===== src/rtl/spi_mnrch16.sv =====
// 16-bit SPI monarch, mode 3 (SCLK idles high).
// One word out on MOSI, one word in from MISO per wrt pulse.
module spi_mnrch16 #(
  parameter int SCLK_DIV = 16
) (
  input  logic        clk,
  input  logic        rst_n,
  input  logic        wrt,
  input  logic [15:0] wt_data,
  input  logic        MISO,
  output logic        SS_n,
  output logic        SCLK,
  output logic        MOSI,
  output logic        done,
  output logic [15:0] rd_data
);

  localparam int HALF = SCLK_DIV / 2;
  localparam int HW   = $clog2(SCLK_DIV);
  localparam logic [HW-1:0] HLAST = HW'(HALF - 1);

  localparam logic [1:0] IDLE  = 2'd0;
  localparam logic [1:0] FRONT = 2'd1;
  localparam logic [1:0] SHIFT = 2'd2;
  localparam logic [1:0] BACK  = 2'd3;

  logic [1:0]    state;
  logic [HW-1:0] hcnt;
  logic [4:0]    bcnt;
  logic [15:0]   shft;
  logic          miso_smpl;
  logic          half_end;
  logic [15:0]   shft_nxt;

  assign half_end = (hcnt == HLAST);
  assign shft_nxt = {shft[14:0], miso_smpl};
  assign MOSI     = shft[15];

  // half-period counter runs whenever a transfer is active
  always_ff @(posedge clk or negedge rst_n) begin
    if (!rst_n) begin
      hcnt <= '0;
    end else if (state == IDLE) begin
      hcnt <= '0;
    end else if (half_end) begin
      hcnt <= '0;
    end else begin
      hcnt <= hcnt + 1'b1;
    end
  end

  always_ff @(posedge clk or negedge rst_n) begin
    if (!rst_n) begin
      state     <= IDLE;
      bcnt      <= '0;
      shft      <= '0;
      miso_smpl <= 1'b0;
      SS_n      <= 1'b1;
      SCLK      <= 1'b1;
      done      <= 1'b0;
      rd_data   <= '0;
    end else begin
      unique case (state)
        IDLE: begin
          if (wrt) begin
            shft  <= wt_data;
            done  <= 1'b0;
            bcnt  <= '0;
            SS_n  <= 1'b0;
            state <= FRONT;
          end
        end
        FRONT: begin
          // first fall only opens the window, nothing shifts
          if (half_end) begin
            SCLK  <= 1'b0;
            state <= SHIFT;
          end
        end
        SHIFT: begin
          if (half_end) begin
            if (!SCLK) begin
              SCLK      <= 1'b1;
              miso_smpl <= MISO;
              bcnt      <= bcnt + 5'd1;
              if (bcnt == 5'd15) begin
                state <= BACK;
              end
            end else begin
              SCLK <= 1'b0;
              shft <= shft_nxt;
            end
          end
        end
        BACK: begin
          // last shift lands with SS_n release, SCLK stays high
          if (half_end) begin
            shft    <= shft_nxt;
            rd_data <= shft_nxt;
            done    <= 1'b1;
            SS_n    <= 1'b1;
            bcnt    <= '0;
            state   <= IDLE;
          end
        end
        default: state <= IDLE;
      endcase
    end
  end

endmodule


===== config.mk =====
export PLATFORM = sky130hd
export DESIGN_NAME = spi_mnrch16
export DESIGN_NICKNAME = d
export VERILOG_FILES = /design/src/rtl/spi_mnrch16.sv
export SDC_FILE = /design/constraint.sdc
export NUM_CORES = 1
export LEC_CHECK = 0
export ABC_AREA = 1
export CORE_UTILIZATION = 50
export CTS_CLUSTER_DIAMETER = 200
export DETAILED_ROUTE_END_ITERATION = 10
export HOLD_SLACK_MARGIN = 0.02
export PLACE_DENSITY_LB_ADDON = 0.3
export SYNTH_ARGS = -nofsm -noshare
export SYNTH_HDL_FRONTEND = slang
export SYNTH_SLANG_ARGS = --single-unit
export TNS_END_PERCENT = 5

===== constraint.sdc =====
create_clock -name clk -period 2.8 [get_ports clk]
set_input_delay 0.56 -clock clk [delete_from_list [all_inputs] [get_ports clk]]
set_output_delay 0.56 -clock clk [all_outputs]
set_load 0.005 [all_outputs]

==> run summary <==
The H-tree was split into 2 levels. The routed layout has 1735 vias. In the layout the commonest cells are 76 x nand2_1, 45 x dfrtp_1, 38 x clkdlybuf4s50_1. The critical path capture point type is a register. The depth of the worst register-to-register path came out at 7. The total power density per cell area is roughly 1100 nW/µm². The launch instance of the worst register-to-register path is state[1]$_DFFE_PN0P_. The share of synthesized cell area in and, or, nand and nor gates is around 20%. The number of max-cap violations is 0.

The all-layer global routing usage is between 20% and 30%. The largest net degree at the start of global routing came out at 33. The residual overflow from global routing came out at 0. The number of synthesis warnings is 0. After clock tree synthesis, the flow added hold-fix buffers numbering 0.

The antenna violation net count after detailed routing came out at 0. The initial antenna violation count came to 0. The number of top-level pins is 40.

The number of global-route vias before repair is 1538. Net switching is 39.9% of the power. The first detailed-routing pass ran for 4 iterations. The data required time at the worst endpoint came out at about 3 ns.

The total wire length after detailed routing is roughly 4.3 mm. The worst register-to-register path ends at shft[6]$_DFFE_PN0P_. The number of buffers between clock root and the deepest sink came out at 2.

The biggest fanout along the worst timing path came out at 32. The critical path is of the register to register type. Compared with the post-synthesis result, the final layout area differs by 23.2%. The total inserted antenna cells is 0. Ranked by total cell area, the synthesized netlist is headed by dfrtp_1 50%, nand2_1 13%, o21ai_0 5.8%.

Walking the worst path, the cells encountered are ha_1 -> nor2_2 -> inv_2 -> nand2_2 -> nand3_4 -> nand2_1 -> o21ai_1. The x dimension of the die came out at approximately 69 µm. The largest single stage delay on the critical path is 0.58 ns. In this run the worst hold path is classified as primary input to async pin. The flow ran to the end, and the final reports show no timing, DRC or antenna violations. In this run, distinct cell masters in the synthesized netlist total 24.

The number of nets in the finished design is 324. For this run, the register share of the synthesized area comes to 52.7%. Setup repair after global routing left no endpoint under its margin. The post-route cell area came out at about 2800 µm².

The actual transition at the worst max-transition pin came out at ~0.42 ns. The share of the synthesized area in the top cell type came out at roughly half. The average instance area after synthesis is a little under 9 µm².

The adder and majority gate portion of the synthesized area came out at 4.47%. The share of power burned in registers came out at roughly two fifths. The number of nets handed over by synthesis was 286.

The clock period minus final worst setup slack came out at around 2.0 ns. The clock tree from TritonCTS is yes. Once the clock tree was built, the resizer swapped 0 gates to a different size.

The final total negative setup slack came out at 0 ns. The count of endpoints failing hold in the final timing report was 0. The share of total power in combinational logic came out at a little over two fifths. The max-slew violation total from the final report is 0. The maximum VDD drop came out at 0.000528 V.

The part of the cycle the worst path needs is 73.1%. The worst endpoint data arrival time is ~2.3 ns. The tree built by TritonCTS fans out to 47 sinks. On the critical path, the stage with the largest delay is an instance of dfrtp_1. The buffer and inverter count on the worst path is 1.

Dividing the detail-routed via count by the number of cells gives 5.00. At the end of routability-driven placement, the weighted congestion stood at between 0.8 and 0.9. The fraction of final layout cells with drive strength greater than 1 came out at 9.43%. The insertion delay of the later-clocked pin in the worst-skew pair came out at roughly 0.3 ns.

The die is between 60 and 70 µm tall. The worst max-slew margin expressed relative to the limit came out at a little under three quarters. The initial detailed-routing violation count came out at 82. The post-synthesis instance area is between 2000 and 2500 µm². The site row count is 23. The leading area contributor after synthesis is dfrtp_1. The synthesis-stage register bit count is 47.

The clock network accounts for roughly 18% of the total power. The setup fix buffers added after clock tree synthesis came out at 0. For the final database, setup skew stands at 0.0114 ns.

The area enclosed by the die boundary is 4750 µm². In the final routed layout, each cell accounts on average for ~12 µm. The DRC violation count after routing came out at 0.

The combinational family with the most area after synthesis is simple AND/OR/NAND/NOR gates. For this design the static power due to leakage is ~1.3 nW. The internal power component came out at 1.74 mW. The count of port buffers added during placement is 39. The clock transition at the register clock pins on the worst setup and hold paths after CTS came out at approximately 0.090 ns. The standard cell area after detailed placement is about 2600 µm². The top achievable clock speed is 489 MHz. The kind of cell adding the most delay to the critical path is simple AND/OR/NAND/NOR gates. The minimum setup slack among reg-to-reg paths is ~0.75 ns. The HPWL after detailed placement is 3.03 mm.

The standard cell core area is between 4000 and 5000 µm². The final number of setup-violating endpoints is 0. Counting the buffers created by CTS gives 5. The XOR/XNOR share of the synthesized area is less than 1%. The net load switching power is 1.16 mW. STA classifies the critical path startpoint as a register. The initial core utilization came out at roughly 54%. The synthesized netlist cell count is 258. The leading cell type in the layout, fill and taps excluded is nand2_1. The post-synthesis compound-gate area fraction came out at between 10% and 20%. Multiplexer cells account for ~1.3% of the synthesized area. The cell chosen for the clock root is clkbuf_8. The first-pass GRT wire length came out at 6.91 mm.
registers in the layout (all words and copies together) (netlist names):
register and flops:
SCLK 1, SS_n 1, bcnt 5, done 1, hcnt 4, miso_smpl 1
rd_data 16, shft 16, state 2
cells in the mapped netlist:
master	instances
nand2_1	76
dfrtp_1	45
inv_1	28
o21ai_0	26
o21ai_1	18
nand3_1	11
ha_1	8
nor2_1	8
a21oi_1	6
o21ai_2	6
buf_4	3
clkbuf_1	3
mux2i_1	3
or2_2	3
buf_2	2
buf_6	2
dfstp_2	2
nor2_2	2
inv_2	1
nand2_2	1
nand3_2	1
nand3_4	1
nand4_1	1
xor2_1	1
how the worst max path moves through the flow:
stage                         startpoint                    to  depth (start not counted)
finish              state[1]$_DFFE_PN0P_   shft[6]$_DFFE_PN0P_                          7
global placement    state[1]$_DFFE_PN0P_  shft[12]$_DFFE_PN0P_                          6
global route        state[1]$_DFFE_PN0P_   shft[8]$_DFFE_PN0P_                          7
floorplan           state[1]$_DFFE_PN0P_  shft[11]$_DFFE_PN0P_                         10
CTS                 state[1]$_DFFE_PN0P_  shft[11]$_DFFE_PN0P_                          6
detailed placement  state[1]$_DFFE_PN0P_  shft[11]$_DFFE_PN0P_                          6
final cells by class:
type | count | area (µm²)
fill | 350 | 1390
sequential | 47 | 1180
multi-input combinational | 172 | 883
timing repair buffer | 41 | 400
inverter | 29 | 109
clock buffer | 6 | 82.6
tap | 50 | 62.6
clock inverter | 2 | 38.8
through the flow:
step | setup WS (ns) | util [%] | hold slack [ns] | power (mW) | std cells
final | 0.754 | 66.5 | 0.183 | 2.90 | 347
after floorplan | 1.06 | - | 0.264 | 2.05 | 258
after CTS | 0.756 | 66.5 | 0.196 | 2.92 | 347
after detailed placement | 0.768 | 63.6 | 0.456 | 2.37 | 339
after global placement | 0.877 | 63.6 | 0.445 | 2.33 | 339
after global routing | 0.517 | 66.5 | 0.202 | 3.18 | 347
power by group through the flow:
stage	clock network, mW	logic [mW]	registers, mW
floorplan	0	0.975	1.08
global placement	0	1.22	1.11
detailed placement	0	1.26	1.11
CTS	0.536	1.28	1.10
global route	0.564	1.47	1.14
finish	0.527	1.27	1.10
cells by family (layout without fill, tap and decap cells):
logic type,Yosys count,after routing
AOI/OAI and AO/OA,56,56
xor gates and xnor gates,1,1
adders and majority gates,8,8
buffers and inverters,39,78
DFF,47,47
muxes,3,3
and+or+nand+nor,104,104
metal layers:
layer  wire (µm)  GRT usage (%)
met3         172           4.93
met2        1990           32.5
met4          63           6.89
met1        2070           27.2
met5           0              0
worst register-to-register path: cells and delay by family (launching register included):
family,cells,cell delay (ns)
flip-flops,1,0.58
AND/OR/NAND/NOR,4,0.61
adder cells (fa/ha/maj),1,0.43
buffers and inverters,1,0.27
AO/OA/AOI/OAI,1,0.08
No activity file was read; power rests on OpenSTA's default activity.
